<file path="config.mk">
export PLATFORM = sky130hd
export DESIGN_NAME = regfile_wb_queue
export DESIGN_NICKNAME = d
export VERILOG_FILES = /design/src/rtl/regfile_wb_queue.sv
export SDC_FILE = /design/constraint.sdc
export NUM_CORES = 1
export LEC_CHECK = 0
export BUFFER_PORTS_ARGS = -buffer_cell sky130_fd_sc_hd__buf_2
export CORE_AREA = 2 2 163 165
export CTS_CLUSTER_DIAMETER = 50
export CTS_CLUSTER_SIZE = 40
export DETAILED_ROUTE_END_ITERATION = 8
export DIE_AREA = 0 0 165 167
export GPL_TIMING_DRIVEN = 0
export PLACE_DENSITY_LB_ADDON = 0.3
export SETUP_SLACK_MARGIN = 0.4
export SLEW_MARGIN = 10
export SYNTH_ARGS = -nofsm -noshare
export SYNTH_HDL_FRONTEND = slang
export SYNTH_SLANG_ARGS = --single-unit
</file>
<file path="constraint.sdc">
create_clock -name clk -period 6.4 [get_ports clk]
set_input_delay 0.32 -clock clk [delete_from_list [all_inputs] [get_ports clk]]
set_output_delay 0.32 -clock clk [all_outputs]
set_load 0.01 [all_outputs]
</file>
<file path="src/rtl/regfile_wb_queue.sv">
// Writeback queue in front of the 32x32 register file: buffers producer results, drains one per
// cycle and forwards pending data. Optional macro WBQ_COALESCE_EN merges same-register pushes.
module regfile_wb_queue #(
    parameter int unsigned ADDR_BUS_WIDTH = 5,
    parameter int unsigned DATA_BUS_WIDTH = 32,
    parameter int unsigned DEPTH          = 4
) (
    input  logic                      clk,
    input  logic                      rst,
    input  logic                      in_valid,
    output logic                      in_ready,
    input  logic [ADDR_BUS_WIDTH-1:0] in_addr,
    input  logic [DATA_BUS_WIDTH-1:0] in_data,
    input  logic                      drain_stall,
    output logic                      wb_en,
    output logic [ADDR_BUS_WIDTH-1:0] wb_addr,
    output logic [DATA_BUS_WIDTH-1:0] wb_data,
    input  logic [ADDR_BUS_WIDTH-1:0] fwd_addr1,
    input  logic [ADDR_BUS_WIDTH-1:0] fwd_addr2,
    output logic                      fwd_hit1,
    output logic                      fwd_hit2,
    output logic [DATA_BUS_WIDTH-1:0] fwd_data1,
    output logic [DATA_BUS_WIDTH-1:0] fwd_data2,
    output logic [$clog2(DEPTH):0]    count
);

    localparam int unsigned PtrW = $clog2(DEPTH);
    localparam int unsigned CntW = PtrW + 1;

    logic [ADDR_BUS_WIDTH-1:0] addr_q [DEPTH];
    logic [DATA_BUS_WIDTH-1:0] data_q [DEPTH];

    logic [PtrW-1:0] head_q, head_d, tail_q, tail_d, young_idx, scan_idx;
    logic [CntW-1:0] count_q, count_d;
    logic            full, empty, pop, push_acc, alloc, coalesce, young_match;

    assign full      = (count_q == CntW'(DEPTH));
    assign empty     = (count_q == '0);
    assign wb_en     = !empty && !drain_stall;
    assign pop       = wb_en;
    assign count     = count_q;
    assign young_idx = tail_q - PtrW'(1);

    // Stored entries never hold x0, but keep the guard so a stale slot can never match.
    assign young_match = !empty && (in_addr != '0) && (addr_q[young_idx] == in_addr);

`ifdef WBQ_COALESCE_EN
    // The youngest entry is only popped when it is also the head, i.e. count == 1.
    assign coalesce = in_valid && young_match && !(pop && (count_q == CntW'(1)));
    assign in_ready = !full || coalesce;
`else
    assign coalesce = 1'b0;
    assign in_ready = !full;
`endif

    assign push_acc = in_valid && in_ready;
    assign alloc    = push_acc && (in_addr != '0) && !coalesce;

    assign wb_addr = empty ? '0 : addr_q[head_q];
    assign wb_data = empty ? '0 : data_q[head_q];

    always_comb begin
        head_d  = head_q;
        tail_d  = tail_q;
        count_d = count_q;
        if (pop) begin
            head_d = head_q + PtrW'(1);
        end
        if (alloc) begin
            tail_d = tail_q + PtrW'(1);
        end
        unique case ({alloc, pop})
            2'b10:   count_d = count_q + CntW'(1);
            2'b01:   count_d = count_q - CntW'(1);
            default: count_d = count_q;
        endcase
    end

    always_ff @(posedge clk) begin
        if (rst) begin
            head_q  <= '0;
            tail_q  <= '0;
            count_q <= '0;
        end else begin
            head_q  <= head_d;
            tail_q  <= tail_d;
            count_q <= count_d;
        end
    end

    // Entry storage needs no reset; validity is tracked purely by head/count.
    always_ff @(posedge clk) begin
        if (!rst) begin
            if (alloc) begin
                addr_q[tail_q] <= in_addr;
                data_q[tail_q] <= in_data;
            end else if (coalesce) begin
                data_q[young_idx] <= in_data;
            end
        end
    end

    // Scan oldest to youngest so the last match seen wins.
    always_comb begin
        fwd_hit1  = 1'b0;
        fwd_hit2  = 1'b0;
        fwd_data1 = '0;
        fwd_data2 = '0;
        scan_idx  = head_q;
        for (int i = 0; i < int'(DEPTH); i++) begin
            scan_idx = head_q + PtrW'(i);
            if (CntW'(i) < count_q) begin
                if ((fwd_addr1 != '0) && (addr_q[scan_idx] == fwd_addr1)) begin
                    fwd_hit1  = 1'b1;
                    fwd_data1 = data_q[scan_idx];
                end
                if ((fwd_addr2 != '0) && (addr_q[scan_idx] == fwd_addr2)) begin
                    fwd_hit2  = 1'b1;
                    fwd_data2 = data_q[scan_idx];
                end
            end
        end
    end

endmodule

</file>
After elaboration in Yosys (flattened, before gate mapping)
Memories as Yosys holds them, arrays and structs flattened. A register that Yosys moved wholly into a read port is not among the register bits.
Cells that the tools add are included.
{"block": "totals", "register_bits": 7, "ramBits": 148, "inputBits": 51, "output_inout_bits": 108, "elab_cells": 87, "mem_count": 2}
{"block": "classes", "n_addsub": 6, "order_cmp": 4, "eq_ne": 11, "n_mux": 42, "reduce_logical": 19}
{"name": "data_q", "depth": 4, "width": 32, "read_ports": 4, "rd_clocked_by_memory_dff": 1, "wr": 1, "line": "31", "rtl": "logic [DATA_BUS_WIDTH-1:0] data_q [DEPTH];"}
{"name": "addr_q", "depth": 4, "width": 5, "read_ports": 4, "rd_clocked_by_memory_dff": 1, "wr": 1, "line": "30", "rtl": "logic [ADDR_BUS_WIDTH-1:0] addr_q [DEPTH];"}
{"op": "two-way mux 32 bit", "n": 17}
{"op": "== test 5 bit", "n": 8}
{"op": "two-way mux 1 bit", "n": 19}
{"op": "nonzero test 5 bit", "n": 3}
{"op": "logical AND 1 bit", "n": 11}
{"op": "two-way mux 2 bit", "n": 4}
{"op": "< comparator 1 x 3 -> 1 bit (first input constant)", "n": 2}
{"op": "< comparator 2 x 3 -> 1 bit (first input constant)", "n": 2}
{"op": "case mux 3 bit (2 select lines)", "n": 1}
{"op": "two-way mux 5 bit", "n": 1}
{"op": "adder 2 x 1 -> 2 bit (second input constant)", "n": 2}
{"op": "adder 2 bit (second input constant)", "n": 2}
{"op": "adder 3 x 1 -> 3 bit (second input constant)", "n": 1}
{"op": "== test 3 bit (second input constant)", "n": 1}
{"op": "zero test 1 bit", "n": 3}
{"op": "zero test 3 bit", "n": 1}
{"op": "subtractor 3 x 1 -> 3 bit (second input constant)", "n": 1}
{"op": "== test 2 x 1 -> 1 bit (second input constant)", "n": 1}
{"op": "== test 2 bit (second input constant)", "n": 1}
{"op": "nonzero test 2 bit", "n": 1}

Longest topological paths before layout
Gate-level depths: netlist (run 1).
{"block": "depth", "word_depth": 10, "ltp_mapped": 12, "mapped_depth_nobuf": 8}

Least setup slack after synthesis (run 1)
OpenSTA, ideal clock, no wires.
{"block": "synth_timing", "kind": "register to output", "start": "reg head_q[1]", "end": "out fwd_data1[10]", "arrival_ns": 2.568, "t_required_ns": 6.080, "setup_slack_ns": 3.512, "stages_incl_launch_ff": 12, "n_path_buf": 5, "path_cell_list": "dfxtp_1 -> buf_2 -> buf_2 -> buf_4 -> mux4_2 -> xnor2_1 -> nand4_1 -> or4_1 -> buf_6 -> buf_12 -> mux2i_1 -> a211oi_2"}
{"block": "synth_via", "elab_chain_len": 10, "word_cells_on_any_way": 17, "cone_classes": "3 x add/sub; 3 x eq/ne; 6 x mux; 3 x reduce/logical; 2 x memory"}
{"item": "start, declared", "line": "33", "rtl": "logic [PtrW-1:0] head_q, head_d, tail_q, tail_d, young_idx, scan_idx;"}
{"item": "start signal, assigned", "line": "81", "rtl": "head_q <= '0;"}
{"item": "start signal, assigned", "line": "85", "rtl": "head_q <= head_d;"}
{"item": "adder 2 x 1 -> 2 bit", "line": "111", "rtl": "scan_idx = head_q + PtrW'(i);"}
{"item": "memory read (4 x 5 bit)"}
{"item": "== test 5 bit", "line": "113", "rtl": "if ((fwd_addr1 != '0) && (addr_q[scan_idx] == fwd_addr1)) begin"}
{"item": "logical AND 1 bit", "line": "113"}
{"item": "two-way mux 32 bit", "line": "113"}
{"item": "two-way mux 32 bit", "line": "112", "rtl": "if (CntW'(i) < count_q) begin"}
{"item": "two-way mux 32 bit", "line": "113"}
{"item": "two-way mux 32 bit", "line": "112"}
{"item": "two-way mux 32 bit", "line": "113"}
{"item": "two-way mux 32 bit (*)", "line": "112"}
{"item": "end, declared", "line": "22", "rtl": "output logic [DATA_BUS_WIDTH-1:0] fwd_data1,"}
Mark *: on every way between the ends. The rest lies on a longest branch, timed or not.

Final worst setup path (run 1)
{"block": "layout_timing", "start": "reg head_q[1]", "end": "out fwd_data1[1]"}
The elaborated chain is that of the path after synthesis.

==> results of run 1 <==
final cells by class:
cell class | instances | area, µm² | area share
Multi-Input combinational cell | 816 | 7478 | 0.5114
Tap cell | 335 | 419.2 | 0.02866
Clock buffer | 18 | 429.2 | 0.02935
Antenna cell | 1 | 2.502 | 0.0001711
Clock inverter | 13 | 188.9 | 0.01292
Timing Repair Buffer | 152 | 820.8 | 0.05613
Inverter | 9 | 33.78 | 0.002310
Sequential cell | 157 | 4624 | 0.3162
Buffer | 123 | 626.9 | 0.04286
critical path: stages, from the launching register on:
cell      delay (ns)
dfxtp_1         0.30
buf_2           0.26
buf_2           0.31
buf_4           0.31
buf_2           0.42
nor3_1          0.13
o21ai_1         0.62
clkbuf_1        0.52
nor3_1          0.12
a211oi_1        0.36
buf_2           0.22
power by group:
| group | total (mW) | switching [mW] | internal, mW | leakage, nW |
|---|---|---|---|---|
| logic | 2.41 | 1.47 | 0.947 | 3.22 |
| registers | 1.24 | 0.0567 | 1.19 | 1.42 |
| clock network | 1.08 | 0.430 | 0.654 | 0.299 |
| total | 4.74 | 1.95 | 2.79 | 4.94 |
through the flow:
step / cell area [µm²] / utilization / setup slack (ns) / std cells / hold WS, ns
finish: 14620 / 0.5676 / 2.063 / 1624 / 0.08569
global route: 14620 / 0.5675 / 1.917 / 1623 / 0.08841
CTS: 14620 / 0.5675 / 2.173 / 1623 / 0.08924
detailed placement: 14000 / 0.5435 / 2.652 / 1592 / 0.5354
global placement: 13920 / 0.5402 / 2.518 / 1588 / 0.5340
floorplan: 12760 / - / 3.512 / 1105 / 0.4189
layer usage:
layer,part of all wire,global-route usage
met1,0.38,0.4098
met2,0.46,0.4761
met3,0.12,0.07148
met4,0.040,0.1206
met5,0.00033,0
registers in the layout (all words and copies together) (netlist names), named ones only:
name    count
head_q      2
data_q    128
tail_q      2
count       3
addr_q     20
layout by cell type (no fill, tap or decap), types with 11 or more instances in the layout:
cell / n
clkbuf_1: 70
mux2i_1: 81
nor2_1: 79
buf_1: 11
o31ai_1: 31
mux4_2: 113
or4_1: 28
a211oi_2: 29
xnor2_1: 27
or3_1: 38
o21ai_0: 33
nand3_1: 32
edfxtp_1: 148
a211oi_1: 40
a21oi_1: 36
buf_2: 179
mux2_2: 34
nand2_1: 38
clkbuf_16: 17
nor3_1: 101
kinds of logic (layout without fill, tap and decap cells):
kind of cell	after synthesis	in the layout	share of synthesized area
AO/OA/AOI/OAI	187	187	0.1083
XOR/XNOR	37	37	0.02599
adder cells (fa/ha/maj)	9	9	0.008826
buffers and inverters	132	315	0.05178
flip-flops	157	157	0.3625
multiplexers	233	233	0.3021
other	0	1	0
AND/OR/NAND/NOR	350	350	0.1405
worst paths after layout:
check,from,end,depth (start not counted),slack [ns]
worst max-delay path,head_q[1],fwd_data1[1],10,2.06
worst min-delay path,in_data[17],data_q[0][17],1,0.09
worst max register to register,count[2],data_q[1][4],7,3.21
worst min register to register,tail_q[1],tail_q[1],2,0.56
==> impl_metrics.env, run 1 <==
export IMPL_finalSetupViolations=0
export IMPL_grt_max_degree=21
export IMPL_worstSkewPairLatency_ns=0.44
export IMPL_cts_reportedPaths_clkPinSlew_ns=0.07
export IMPL_yosys_top_cells_count="edfxtp_1, mux4_2, nor3_1, mux2i_1, nor2_1"
export IMPL_hold_violations=0
export IMPL_start_util=0.4952
export IMPL_cp_max_fo=10
export IMPL_period_needed_ns=4.337
export IMPL_slew_violations=0
export IMPL_synth_edff_count=148
export IMPL_synth_area_um2=12760
export IMPL_antenna_found_initial=2
export IMPL_synth_top_area_share=0.3483
export IMPL_ys_flop_type="edfxtp_1"
export IMPL_slew_headroom=0.4199
export IMPL_ys_async_sr_fraction=0
export IMPL_required_ns=6.08
export IMPL_ys_seq_elements=157
export IMPL_die_w_um=165
export IMPL_tns_ns=0
export IMPL_fillers=2177
export IMPL_drive_gt1_frac=0.3214
export IMPL_synth_top_cell_by_area="edfxtp_1"
export IMPL_ioPinCount=159
export IMPL_grt_first_pass_wirelength_um=63210
export IMPL_overflow=0
export IMPL_rsz0062_at_grt="false"
export IMPL_powerDensity_nw_per_um2=324.3
export IMPL_cts_buffers=17
export IMPL_synth_nets=1165
export IMPL_hp_class="in2reg"
export IMPL_cp_end_kind="output pin"
export IMPL_cts_root_buf="clkbuf_16"
export IMPL_ys_types=52
export IMPL_first_pass_iters=6
export IMPL_synth_most_common_cell="edfxtp_1"
export IMPL_avgRoutedWirePerCell_um=25.87
export IMPL_tritoncts="yes"
export IMPL_fp_dieH_um=167
export IMPL_drc=0
export IMPL_cts_max_level=4
export IMPL_peakVddDrop_mv=0.2065
export IMPL_vias=11160
export IMPL_syn_inst=1105
export IMPL_via_per_inst=6.873
export IMPL_period_share=0.6777
export IMPL_arrival_ns=4.02
export IMPL_worstSetupPathType="reg2out"
export IMPL_clock_fmax_ghz=0.2306
export IMPL_drt_iter0_drc=1652
export IMPL_grt_pass1_vias=10610
export IMPL_synth_area_leaders="edfxtp_1, mux4_2, mux2i_1"
export IMPL_p_leak_nw=4.940
export IMPL_gr_usage_all_layers=0.3042
export IMPL_dp_hpwl_um=29950
export IMPL_clock_path_buffers=2
export IMPL_cts_resized=0
export IMPL_worstMarginPinSlew_ns=0.8701
export IMPL_fin_nets=1336
export IMPL_power_mw=4.742
export IMPL_num_rows=59
export IMPL_gp_congestion=0.9593
export IMPL_core_um2=25760
export IMPL_ctsHoldBuffers=0
export IMPL_synth_area_per_cell_um2=11.55
export IMPL_layout_area_overhead_vs_synth_pct=14.62
export IMPL_cp_start_kind="flop"
export IMPL_cts_sink_count=157
export IMPL_yosysSeqAreaShare=0.3625
export IMPL_drv_cap=0
export IMPL_routed_wl_um=42010
export IMPL_fin_skew_ns=0.01127
export IMPL_ant_nets=0
export IMPL_cts_setup_buffers=0
export IMPL_io_buffers=148
export IMPL_status="finished clean"
export IMPL_ys_warn_count=0
export IMPL_die_area_um2=27560
(Power assumes the default switching activity.)
==> inputs of run 2 (changes only) <==
- clock period: 6.4 -> 3.6 ns (I/O delays scaled with it)
==> impl_metrics.env, run 2 (synthesis results as in run 1) <==
export IMPL_antenna_found_initial=1
export IMPL_pwr_share_seq=0.238
export IMPL_p_int_mw=5.443
export IMPL_slew_headroom=0.4511
export IMPL_worstSetupPathType="reg2out"
export IMPL_max_stage_delay_ns=0.57
export IMPL_period_share=0.9846
export IMPL_pre_cts_slack_ns=-0.007717
export IMPL_drive_gt1_frac=0.4839
export IMPL_io_buffers=148
export IMPL_cp_startpoint="head_q[1]"
export IMPL_p_leak_nw=5.909
export IMPL_cts_reportedPaths_clkPinSlew_ns=0.07
export IMPL_rsz0062_at_grt="true"
export IMPL_fin_ws_ns=0.05537
export IMPL_num_rows=59
export IMPL_hp_class="in2reg"
export IMPL_grt_first_pass_wirelength_um=69560
export IMPL_clock_fmax_ghz=0.2821
export IMPL_crit_chain="buf_6 -> mux4_2 -> a211oi_1 -> o21ai_1 -> clkbuf_2 -> clkbuf_2 -> nor3_1 -> a211oi_1 -> a21oi_2 -> buf_2"
export IMPL_holdCritStartpoint="in_data[11]"
export IMPL_die_area_um2=27560
export IMPL_vias=12160
export IMPL_worstMarginPinSlew_ns=0.8234
export IMPL_layout_area_overhead_vs_synth_pct=34.37
export IMPL_via_per_inst=7.127
export IMPL_cts_buffers=17
export IMPL_p_switching_mw=3.890
export IMPL_cts_sink_count=157
export IMPL_drc=0
export IMPL_slowest_stage="mux4_2"
export IMPL_dpl_cell_area_um2=14000
export IMPL_peakVddDrop_mv=0.4006
export IMPL_drt_iter0_drc=1586
export IMPL_avgRoutedWirePerCell_um=27.71
export IMPL_finalSetupViolations=0
export IMPL_clock_path_buffers=2
export IMPL_gp_congestion=0.9593
export IMPL_fin_skew_ns=0.01362
export IMPL_stdcell_area_um2=17140
export IMPL_period_needed_ns=3.545
export IMPL_die_w_um=165
export IMPL_required_ns=3.42
export IMPL_powerDensity_nw_per_um2=544.4
export IMPL_cts_root_buf="clkbuf_16"
export IMPL_cp_end_kind="output pin"
export IMPL_cp_start_kind="flop"
export IMPL_pwr_share_clk=0.209
export IMPL_routed_wl_um=47270
export IMPL_ant_nets=0
export IMPL_final_common_cell="buf_2"
export IMPL_arrival_ns=3.36
export IMPL_cts_max_level=4
export IMPL_dp_hpwl_um=29950
export IMPL_worstSkewPairLatency_ns=0.45
export IMPL_overflow=0
export IMPL_r2r_start="count[2]"
export IMPL_largest_register_ffs=128
export IMPL_cp_max_fo=10
export IMPL_hold_violations=0
export IMPL_gr_usage_all_layers=0.3361
export IMPL_critPathBufInv=4
export IMPL_fin_nets=1418
export IMPL_start_util=0.4952
export IMPL_slew_violations=0
export IMPL_first_pass_iters=7
export IMPL_grt_max_degree=21
export IMPL_fp_dieH_um=167
export IMPL_fillers=1813
export IMPL_ioPinCount=159
export IMPL_tritoncts="yes"
export IMPL_core_um2=25760
export IMPL_switching_share=0.4168
export IMPL_crit_family="buffers and inverters"
export IMPL_mostFrequentLayoutCells="buf_2, edfxtp_1, mux4_2"
export IMPL_drv_cap=0
export IMPL_holdWs_ns=0.03246
export IMPL_comb_power_share=0.553
export IMPL_status="finished clean"
export IMPL_regMostFlops="data_q"
export IMPL_grt_pass1_vias=11590
run 2: cell type report:
| class | count | area, µm² | share of cell area |
|---|---|---|---|
| clock buffers | 18 | 429.2 | 0.02503 |
| inverters | 9 | 33.78 | 0.001971 |
| well taps | 335 | 419.2 | 0.02445 |
| diodes | 1 | 2.502 | 0.0001460 |
| clock inverters | 13 | 188.9 | 0.01102 |
| multi-input cells | 816 | 8667 | 0.5055 |
| plain buffers | 123 | 1049 | 0.06116 |
| flip-flops and latches | 157 | 4626 | 0.2698 |
| repair buffers | 234 | 1729 | 0.1009 |
run 2: worst paths after layout:
kind                         to  slack [ns]  cells after the start
hold / removal    data_q[3][11]        0.03                      1
setup reg to reg   data_q[1][7]        0.56                      7
setup / recovery  fwd_data2[26]        0.06                     10
hold reg to reg       tail_q[1]        0.56                      2
run 2: stage by stage:
step | total power, mW | setup TNS [ns] | std cells | util
global placement | 6.375 | -36.30 | 1588 | 0.5402
CTS | 8.958 | 0 | 1701 | 0.6468
floorplan | 5.075 | 0 | 1105 | -
finish | 9.334 | 0 | 1706 | 0.6654
detailed placement | 6.453 | -0.007717 | 1592 | 0.5435
global route | 9.618 | 0 | 1705 | 0.6653
run 2: timing repair:
action / 4_1_cts / 5_1_grt
endpoints found under the setup margin: 96 / 72
cloned: 7 / 0
endpoints found under the hold margin: 142 / 0
buffers inserted: 35 / 4
pin swaps: 54 / 19
hold buffers: 36 / 0
resized for setup: 298 / 102
run 2: routing by layer:
metal	global-route usage	wire (µm)
met1	0.4431	17120
met2	0.5201	21940
met3	0.08120	5696
met4	0.1641	2524
met5	0	0
run 2: power by group through the flow:
stage	logic [mW]	clock network, mW	registers (mW)
floorplan	2.85	0	2.22
global placement	4.13	0	2.25
detailed placement	4.21	0	2.25
CTS	4.82	1.92	2.21
global route	5.39	2.00	2.23
finish	5.16	1.95	2.22
